## config.mk

```make
export PLATFORM = sky130hd
export DESIGN_NAME = mmio_uart_tx
export DESIGN_NICKNAME = d
export VERILOG_FILES = /design/src/rtl/uart_pkg.sv /design/src/rtl/sync_fifo.sv /design/src/rtl/mmio_uart_tx.sv
export SDC_FILE = /design/constraint.sdc
export NUM_CORES = 1
export LEC_CHECK = 0
export CAP_MARGIN = 20
export CORE_ASPECT_RATIO = 0.9
export CORE_UTILIZATION = 51
export DETAILED_ROUTE_END_ITERATION = 6
export GPL_TIMING_DRIVEN = 0
export MAX_ROUTING_LAYER = met4
export PLACE_DENSITY = 0.8
export SETUP_SLACK_MARGIN = 0.02
export SKIP_CTS_REPAIR_TIMING = 1
export SLEW_MARGIN = 15
export SYNTH_ARGS = -nofsm -noshare
export SYNTH_HDL_FRONTEND = slang
export SYNTH_SLANG_ARGS = --single-unit
```

## constraint.sdc

```tcl
create_clock -name clk -period 3.41 [get_ports clk]
set_clock_uncertainty 0.2 [all_clocks]
set_input_delay 0.5115 -clock clk [delete_from_list [all_inputs] [get_ports clk]]
set_output_delay 0.5115 -clock clk [all_outputs]
set_load 0.1 [all_outputs]
```

## src/rtl/uart_pkg.sv

```systemverilog
`default_nettype none
// ============================================================================
// Package  : uart_pkg
// Brief    : Shared state encoding, register offsets and status bit indices
//            for the memory-mapped UART transmitter.
// Revision : 1.0 - initial release
// ============================================================================
package uart_pkg;

    typedef enum logic [2:0] {
        UART_IDLE   = 3'd0,
        UART_START  = 3'd1,
        UART_DATA   = 3'd2,
        UART_PARITY = 3'd3,
        UART_STOP   = 3'd4
    } uart_state_t;

    localparam logic [31:0] UART_DATA_OFS = 32'd0;
    localparam logic [31:0] UART_STAT_OFS = 32'd4;

    localparam int UART_STAT_BUSY      = 0;
    localparam int UART_STAT_EMPTY     = 1;
    localparam int UART_STAT_FULL      = 2;
    localparam int UART_STAT_OVF       = 3;
    localparam int UART_STAT_COUNT_LSB = 4;
    localparam int UART_STAT_PARITY    = 8;

    // The status count field is 4 bits wide; deeper FIFOs report 15.
    function automatic logic [3:0] sat_count4(input logic [31:0] n);
        return (n > 32'd15) ? 4'hF : n[3:0];
    endfunction

endpackage
`default_nettype wire

```

## src/rtl/sync_fifo.sv

```systemverilog
`default_nettype none
// ============================================================================
// Module   : sync_fifo
// Brief    : Single-clock FIFO, power-of-two depth, occupancy-count based
//            full/empty flags. A push into a full FIFO is accepted only
//            when a pop happens in the same cycle.
// Revision : 1.0 - initial release
// ============================================================================
module sync_fifo #(
    parameter int WIDTH = 8,
    parameter int DEPTH = 8
) (
    input  logic                   clk,
    input  logic                   reset,
    input  logic                   i_push,
    input  logic [WIDTH-1:0]       i_data,
    input  logic                   i_pop,
    output logic [WIDTH-1:0]       o_data,
    output logic                   o_full,
    output logic                   o_empty,
    output logic [$clog2(DEPTH):0] o_count
);
    localparam int AW = $clog2(DEPTH);
    localparam int CW = AW + 1;

    logic [WIDTH-1:0] r_mem [DEPTH];
    logic [AW-1:0]    r_wr_ptr;
    logic [AW-1:0]    r_rd_ptr;
    logic [CW-1:0]    r_count;
    logic             w_do_push;
    logic             w_do_pop;

    assign o_full    = (r_count == CW'(DEPTH));
    assign o_empty   = (r_count == '0);
    assign o_count   = r_count;
    assign o_data    = r_mem[r_rd_ptr];
    assign w_do_pop  = i_pop && !o_empty;
    assign w_do_push = i_push && (!o_full || w_do_pop);

    // Pointers wrap naturally because DEPTH is a power of two.
    always_ff @(posedge clk or posedge reset) begin
        if (reset) begin
            r_wr_ptr <= '0;
            r_rd_ptr <= '0;
            r_count  <= '0;
        end else begin
            if (w_do_push) begin
                r_wr_ptr <= r_wr_ptr + AW'(1);
            end
            if (w_do_pop) begin
                r_rd_ptr <= r_rd_ptr + AW'(1);
            end
            case ({w_do_push, w_do_pop})
                2'b10:   r_count <= r_count + CW'(1);
                2'b01:   r_count <= r_count - CW'(1);
                default: r_count <= r_count;
            endcase
        end
    end

    always_ff @(posedge clk) begin
        if (w_do_push) begin
            r_mem[r_wr_ptr] <= i_data;
        end
    end

endmodule
`default_nettype wire

```

## src/rtl/mmio_uart_tx.sv

```systemverilog
`default_nettype none
// ============================================================================
// Module   : mmio_uart_tx
// Brief    : Memory-mapped UART transmitter: stores to the data register feed
//            a FIFO drained by an 8N1 serializer; status is load-readable.
//            Define UART_TX_PARITY_EN to insert an even-parity bit.
// Revision : 1.0 - initial release
// ============================================================================
module mmio_uart_tx
    import uart_pkg::*;
#(
    parameter logic [31:0] BASE_ADDR  = 32'h1001_0000,
    parameter int          CLK_DIV    = 434,
    parameter int          FIFO_DEPTH = 8
) (
    input  logic        clk,
    input  logic        reset,
    input  logic        MemWrite,
    input  logic        MemRead,
    input  logic [31:0] Address,
    input  logic [31:0] WriteData,
    output logic [31:0] ReadData,
    output logic        tx,
    output logic        busy
);
    localparam int                BAUD_W      = $clog2(CLK_DIV);
    localparam int                CNT_W       = $clog2(FIFO_DEPTH) + 1;
    localparam logic [31:0]       c_data_addr = BASE_ADDR + UART_DATA_OFS;
    localparam logic [31:0]       c_stat_addr = BASE_ADDR + UART_STAT_OFS;
    localparam logic [BAUD_W-1:0] c_baud_last = BAUD_W'(CLK_DIV - 1);
`ifdef UART_TX_PARITY_EN
    localparam logic              c_parity_en = 1'b1;
`else
    localparam logic              c_parity_en = 1'b0;
`endif

    uart_state_t       r_state, w_state_nxt;
    logic [BAUD_W-1:0] r_baud, w_baud_nxt;
    logic [2:0]        r_bit, w_bit_nxt;
    logic [7:0]        r_shift, w_shift_nxt;
    logic              r_parity, w_parity_nxt;
    logic              r_tx, w_tx_nxt;
    logic              r_overflow;

    logic              w_tick;
    logic              w_load;
    logic              w_pop;
    logic              w_data_wr;
    logic              w_stat_wr;
    logic              w_full;
    logic              w_empty;
    logic [7:0]        w_fifo_data;
    logic [CNT_W-1:0]  w_count;
    logic [31:0]       w_status;
    logic              w_unused_wdata;

    assign w_data_wr      = MemWrite && (Address == c_data_addr);
    assign w_stat_wr      = MemWrite && (Address == c_stat_addr);
    assign w_tick         = (r_baud == c_baud_last);
    assign w_unused_wdata = ^WriteData[31:8];

    sync_fifo #(
        .WIDTH (8),
        .DEPTH (FIFO_DEPTH)
    ) u_fifo (
        .clk     (clk),
        .reset   (reset),
        .i_push  (w_data_wr),
        .i_data  (WriteData[7:0]),
        .i_pop   (w_pop),
        .o_data  (w_fifo_data),
        .o_full  (w_full),
        .o_empty (w_empty),
        .o_count (w_count)
    );

    always_comb begin
        w_state_nxt  = r_state;
        w_baud_nxt   = w_tick ? '0 : r_baud + BAUD_W'(1);
        w_bit_nxt    = r_bit;
        w_shift_nxt  = r_shift;
        w_parity_nxt = r_parity;
        w_load       = 1'b0;
        case (r_state)
            UART_IDLE: begin
                if (!w_empty) begin
                    w_state_nxt = UART_START;
                    w_load      = 1'b1;
                end
            end
            UART_START: begin
                if (w_tick) begin
                    w_state_nxt = UART_DATA;
                end
            end
            UART_DATA: begin
                if (w_tick) begin
                    w_shift_nxt = {1'b0, r_shift[7:1]};
                    w_bit_nxt   = r_bit + 3'd1;
                    if (r_bit == 3'd7) begin
                        w_state_nxt = c_parity_en ? UART_PARITY : UART_STOP;
                    end
                end
            end
            UART_PARITY: begin
                if (w_tick) begin
                    w_state_nxt = UART_STOP;
                end
            end
            UART_STOP: begin
                // Chain straight into the next start bit when data is waiting.
                if (w_tick) begin
                    if (!w_empty) begin
                        w_state_nxt = UART_START;
                        w_load      = 1'b1;
                    end else begin
                        w_state_nxt = UART_IDLE;
                    end
                end
            end
            default: begin
                w_state_nxt = UART_IDLE;
            end
        endcase

        if (w_load) begin
            w_shift_nxt  = w_fifo_data;
            w_parity_nxt = ^w_fifo_data;
            w_bit_nxt    = 3'd0;
        end
        if ((w_state_nxt != r_state) || (r_state == UART_IDLE)) begin
            w_baud_nxt = '0;
        end

        // tx is registered from the next-state view so it toggles on the
        // same edge as the state change.
        case (w_state_nxt)
            UART_START:  w_tx_nxt = 1'b0;
            UART_DATA:   w_tx_nxt = w_shift_nxt[0];
            UART_PARITY: w_tx_nxt = w_parity_nxt;
            default:     w_tx_nxt = 1'b1;
        endcase
    end

    assign w_pop = w_load;

    always_ff @(posedge clk or posedge reset) begin
        if (reset) begin
            r_state  <= UART_IDLE;
            r_baud   <= '0;
            r_bit    <= 3'd0;
            r_shift  <= 8'd0;
            r_parity <= 1'b0;
            r_tx     <= 1'b1;
        end else begin
            r_state  <= w_state_nxt;
            r_baud   <= w_baud_nxt;
            r_bit    <= w_bit_nxt;
            r_shift  <= w_shift_nxt;
            r_parity <= w_parity_nxt;
            r_tx     <= w_tx_nxt;
        end
    end

    always_ff @(posedge clk or posedge reset) begin
        if (reset) begin
            r_overflow <= 1'b0;
        end else if (w_data_wr && w_full && !w_pop) begin
            r_overflow <= 1'b1;
        end else if (w_stat_wr && WriteData[UART_STAT_OVF]) begin
            r_overflow <= 1'b0;
        end
    end

    assign tx   = r_tx;
    assign busy = (r_state != UART_IDLE) || !w_empty;

    always_comb begin
        w_status                                   = '0;
        w_status[UART_STAT_BUSY]                   = busy;
        w_status[UART_STAT_EMPTY]                  = w_empty;
        w_status[UART_STAT_FULL]                   = w_full;
        w_status[UART_STAT_OVF]                    = r_overflow;
        w_status[UART_STAT_COUNT_LSB +: 4]         = sat_count4(32'(w_count));
        w_status[UART_STAT_PARITY]                 = c_parity_en;
        ReadData = (MemRead && (Address == c_stat_addr)) ? w_status : 32'd0;
    end

endmodule
`default_nettype wire

```

==> results of run 1 <==
==> metal layers <==
| layer | vias up | track usage (%) | wire length, um | share of wire, % |
|---|---|---|---|---|
| met5 | - | - | 0 | 0 |
| met4 | 0 | 6.10 | 111 | 1.3 |
| met3 | 11 | 5.08 | 301 | 3.5 |
| met2 | 57 | 36.4 | 4660 | 54 |
| met1 | 1421 | 24.8 | 3540 | 41 |
| li1 | 1372 | - | - | - |
==> cells by family (layout without fill, tap and decap cells) <==
kind of cell | Yosys count | count (layout) | share of synthesized area, %
flops | 100 | 100 | 59.7
mux | 37 | 37 | 13.1
fa+ha+maj | 9 | 9 | 2.38
xor+xnor | 31 | 31 | 5.74
other cells | 1 | 24 | 0.0793
simple gates | 89 | 89 | 9.98
buf+inv | 42 | 113 | 5.56
compound gates | 26 | 26 | 3.44
==> registers in the layout, indices dropped and copies added, names as in the netlist <==
name             cells
u_fifo.r_mem        64
r_baud               9
r_shift              8
u_fifo.o_count       4
r_bit                3
r_state              3
u_fifo.r_rd_ptr      3
u_fifo.r_wr_ptr      3
r_overflow           1
r_parity             1
tx                   1
==> through the flow <==
step | std cells | setup TNS [ns] | setup slack (ns)
floorplan | 358 | 0 | 0.0756
global placement | 530 | -42.31 | -0.759
detailed placement | 530 | -25.58 | -0.505
CTS | 546 | -4.19 | -0.484
global route | 548 | -0.00383 | -0.00194
finish | 548 | 0 | 0.183
==> power breakdown <==
group	internal [mW]	leakage, nW	total (mW)	switching (mW)
registers	1.32	1.07	1.34	0.0183
logic	0.104	1.12	0.270	0.166
clock network	0.367	0.114	0.820	0.453
total	1.79	2.31	2.43	0.638
==> cells in the mapped netlist (all sizes together) (6+ instances only) <==
cell / count
mux2i: 13
nor2: 20
mux2: 6
and2: 6
buf: 31
o21ai: 10
inv: 7
ha: 9
xnor2: 14
mux4: 18
dfrtp: 35
edfxtp: 64
nor4: 6
a21oi: 7
xor2: 17
nor2b: 6
nand2: 20
==> worst max-delay path by stage <==
stage	from	endpoint	slack, ns	cells after the start
2_1_floorplan	Address[5]	ReadData[1]	0.08	5
3_3_place_gp	Address[17]	u_fifo.r_mem[2][5]	-0.76	7
3_5_place_dp	Address[17]	ReadData[1]	-0.51	7
4_1_cts	Address[17]	ReadData[1]	-0.48	7
5_1_grt	Address[11]	u_fifo.r_mem[2][2]	-0.002	8
6_report	Address[17]	ReadData[1]	0.18	7
==> final cells by class <==
cell class / instances / share of cell area (%)
tap: 119 / 2.59
clock inverter: 7 / 1.79
buffer: 35 / 4.12
timing repair buffer: 55 / 8.85
multi-input combinational: 216 / 30.9
clock buffer: 9 / 2.16
sequential: 100 / 49.2
inverter: 7 / 0.458
==> worst max-delay path: stages <==
cell and delay, ns:
clkdlybuf4s50_1 0.41, nor4b_1 0.33, nand4_1 0.15, nor2_1 0.17
and3_1 0.29, nor2b_1 0.18, clkbuf_2 0.47
==> results.json, run 1 <==
{
  "status": "completed",
  "path_class": "in2out",
  "drt_first_pass_iters": 4,
  "regArea_sq_um": 2820,
  "rsz0062_at_grt": "yes",
  "worst_slew_pin_slew_ns": 0.966,
  "antenna_found_initial": 0,
  "rr_startpoint": "r_baud[1]",
  "drtIter0Drc": 102,
  "cts.clk_slew.worst_paths_ns": 0.11,
  "ys_ff_latch": 100,
  "via_count": 2861,
  "root_buffer": "clkbuf_8",
  "clock_sinks": 100,
  "p_leak_nw": 2.31,
  "synth_area_leaders": "edfxtp_1 41%, dfrtp_1 19%, mux4_2 8.6%, buf_4 4.0%, xor2_1 3.1%",
  "htreeDepth": 3,
  "die_area_sq_um": 9660,
  "cts_made_buffers": 9,
  "row_count": 32,
  "clk_latency_ns": 0.37,
  "layout.nets": 501,
  "drt_wl_total_mm": 8.61,
  "setup_violations": 0,
  "ys_seq_area_share_pct": 59.7,
  "synth_async_sr_flop_share_pct": 36.0,
  "final_cell_mix": "64 x edfxtp_1, 44 x clkdlybuf4s50_1, 35 x dfrtp_1",
  "post_dp_cell_area_sq_um": 5520,
  "drv_cap": 0,
  "power_density_nw_per_um2": 423,
  "synth_top_area_share_pct": 40.7,
  "worstReg2RegEnd": "u_fifo.r_mem[2][6]",
  "initial_core_util_pct": 53.9,
  "n_antenna_cell": 0,
  "maxSlewViolCount": 0,
  "grt_overflow_total": 0,
  "routedWlPerCell_um": 15.7,
  "hold-worst-slack_ns": 0.298,
  "dp_hpwl_mm": 6.16,
  "min_to": "r_baud[0]",
  "grt_max_degree": 37,
  "end_kind": "output pin",
  "fin_total_pwr_mw": 2.43,
  "hold_class": "reg2reg",
  "ios": 102,
  "synth_ff_type": "edfxtp_1",
  "synth-edff-count": 64,
  "rr_worst_depth": 9,
  "synth_area_sq_um": 4730,
  "viasPerCell": 5.22,
  "cts_tree": "built",
  "postSynthCellCount": 335,
  "die_w_um": 103,
  "chipHeight_um": 93.3,
  "design_area_sq_um": 5740,
  "post-route-min-period_ns": 3.23,
  "grt_use_total_pct": 21.2,
  "core_sq_um": 8770,
  "gp_congestion": 0.729,
  "clock_path_buffers": 2,
  "cp.required_ns": 2.70,
  "drtAntennaViolNets": 0,
  "hold_depth": 1,
  "crit_path_max_fanout": 8,
  "fillCellCount": 622,
  "drc_errors": 0,
  "syn_area_per_cell_sq_um": 14.1,
  "ys_warn_count": 0,
  "grt_pass1_wl_mm": 14.5,
  "ys_types": 47,
  "finalHoldViolations": 0,
  "utilization_pct": 65.5,
  "cp.arrival_ns": 2.52,
  "peakVddDrop_mv": 0.282,
  "areaGrowthSynthToFinish_pct": 21.5,
  "relSlewSlack_pct": 35.4,
  "synth_top_area_cell": "edfxtp_1",
  "worstHoldStart": "r_baud[0]",
  "fin_crit_sh_pct": 94.6,
  "multi_input_area_sq_um": 1770,
  "r2r_setup_slack_ns": 0.22,
  "mostFrequentLayoutCell": "edfxtp_1",
  "fmax_mhz": 310,
  "start_kind": "input port",
  "layout-drive-gt1-share_pct": 21.0,
  "grt_pass1_vias": 2933,
  "io_buffers": 53
}
(Power assumes the default switching activity.)
==> run 2: changes to the inputs <==
==> constraint.sdc (replaced) <==
create_clock -name clk -period 3.5 [get_ports clk]
set_clock_uncertainty 0.2 [all_clocks]
set_input_delay 0.525 -clock clk [delete_from_list [all_inputs] [get_ports clk]]
set_output_delay 0.525 -clock clk [all_outputs]
set_load 0.1 [all_outputs]
==> results.json, run 2 (synthesis gave the netlist of run 1 again) <==
{
  "chipHeight_um": 93.3,
  "io_buffers": 53,
  "setup_tns_ns": 0,
  "routedWlPerCell_um": 15.8,
  "power_density_nw_per_um2": 412,
  "cts_made_buffers": 9,
  "peakVddDrop_mv": 0.275,
  "drv_cap": 0,
  "hold-worst-slack_ns": 0.298,
  "design_area_sq_um": 5740,
  "mostFrequentLayoutCell": "edfxtp_1",
  "setup_violations": 0,
  "htreeDepth": 3,
  "crit_path_max_fanout": 8,
  "hold_class": "reg2reg",
  "maxSlewViolCount": 0,
  "cp.required_ns": 2.77,
  "grt_pass1_vias": 2933,
  "fin_crit_sh_pct": 92.9,
  "drtAntennaViolNets": 0,
  "grt_use_met1_pct": 24.8,
  "cts.clk_slew.worst_paths_ns": 0.11,
  "path_cells": "clkdlybuf4s50_1 > nor4b_1 > nand4_1 > nor2_1 > and3_1 > nor2b_1 > clkbuf_2",
  "clk_latency_ns": 0.36,
  "dp_hpwl_mm": 6.16,
  "ios": 102,
  "crit_slowest_cell": "clkbuf_2",
  "dp.cells": 530,
  "layout-drive-gt1-share_pct": 20.5,
  "cts_tree": "built",
  "drt_wl_total_mm": 8.64,
  "grt_overflow_total": 0,
  "grt_pass1_wl_mm": 14.5,
  "die_w_um": 103,
  "cp.arrival_ns": 2.53,
  "fin_cells": 548,
  "use_met3_pct": 5.08,
  "row_count": 32,
  "fillCellCount": 619,
  "drtIter0Drc": 114,
  "via_count": 2847,
  "root_buffer": "clkbuf_8",
  "end_kind": "output pin",
  "status": "completed",
  "utilization_pct": 65.5,
  "post_dp_cell_area_sq_um": 5520,
  "cpPeakStageDelay_ns": 0.47,
  "cp_top_family": "simple AND/OR/NAND/NOR gates",
  "drc_errors": 0,
  "grt.met2_usage_pct": 36.4,
  "antenna_found_initial": 0,
  "areaGrowthSynthToFinish_pct": 21.4,
  "critPathBufInv": 2,
  "clock_sinks": 100,
  "layout.nets": 501,
  "gp_congestion": 0.729,
  "largest_register_ffs": 64,
  "reg_top3": "u_fifo.r_mem (64), r_baud (9), r_shift (8)",
  "relSlewSlack_pct": 35.4,
  "start_kind": "input port",
  "path_class": "in2out",
  "fmax_mhz": 307,
  "viasPerCell": 5.20,
  "regArea_sq_um": 2820,
  "n_antenna_cell": 0,
  "final_cell_mix": "64 x edfxtp_1, 44 x clkdlybuf4s50_1, 35 x dfrtp_1",
  "grt_max_degree": 37,
  "top_usage_layer": "met2",
  "grt_use_total_pct": 21.2,
  "rsz0062_at_grt": "no",
  "die_area_sq_um": 9660,
  "finalHoldViolations": 0,
  "multi_input_area_sq_um": 1770,
  "clock_path_buffers": 2,
  "p_leak_nw": 2.31,
  "post-route-min-period_ns": 3.25,
  "worst_slew_pin_slew_ns": 0.966,
  "top_register": "u_fifo.r_mem",
  "core_sq_um": 8770,
  "initial_core_util_pct": 53.9,
  "drt_first_pass_iters": 4
}
## run 2: cell count changes in the layout (fill, tap and decap cells not counted)
cell	delta
inv_1	+1
inv_2	-1
nor2_1	+1
nor2_2	-1
## run 2: worst reg2reg max path, delay by kind of cell, from the launching register on
kind / cells / cell delay, ns
AOI/OAI and AO/OA: 2 / 0.71
buffers and inverters: 2 / 0.23
and+or+nand+nor: 4 / 1.15
DFF: 1 / 0.41
adders and majority gates: 1 / 0.13
## run 2: per-layer routing
metal  up-vias  share of wire [%]
li1       1369                  -
met1      1411                 41
met2        56                 54
met3        11                3.5
met4         0                1.3
met5         -                  0
## run 2: final timing paths
path / start / end / slack, ns / cells after the start
setup / recovery: Address[17] / ReadData[1] / 0.25 / 7
hold / removal: r_baud[0] / r_baud[0] / 0.30 / 1
setup reg to reg: r_baud[1] / u_fifo.r_mem[6][6] / 0.30 / 9
hold reg to reg: r_baud[0] / r_baud[0] / 0.30 / 1
max in group asynchronous: reset / r_bit[0] / 2.19 / 2
min in group asynchronous: reset / u_fifo.r_wr_ptr[2] / 0.39 / 2
## run 2: per-stage QoR
step | total power, mW | setup WS (ns)
floorplan | 1.52 | 0.139
global placement | 1.59 | -0.682
detailed placement | 1.59 | -0.442
CTS | 2.39 | -0.421
global route | 2.46 | 0.0679
finish | 2.37 | 0.247
## run 2: area by class of cell
| class | count | area share (%) |
|---|---|---|
| sequential | 100 | 49.2 |
| multi-input combinational | 216 | 30.8 |
| timing repair buffer | 55 | 8.85 |
| buffer | 35 | 4.12 |
| tap | 119 | 2.59 |
| clock buffer | 9 | 2.16 |
| clock inverter | 7 | 1.79 |
| inverter | 7 | 0.458 |
## run 2: power by group
| part | internal [mW] | switching, mW |
|---|---|---|
| sequential | 1.29 | 0.0178 |
| combinational | 0.101 | 0.162 |
| clock | 0.358 | 0.439 |
==> run 3: changes to the inputs <==
--- a/config.mk
+++ b/config.mk
@@ -5,6 +5,7 @@
 export SDC_FILE = /design/constraint.sdc
 export NUM_CORES = 1
 export LEC_CHECK = 0
+export ABC_AREA = 0
 export CAP_MARGIN = 20
 export CORE_ASPECT_RATIO = 0.9
 export CORE_UTILIZATION = 51
==> results of run 3 <==
The final DEF is identical to that of run 2; final timing and power are the same.
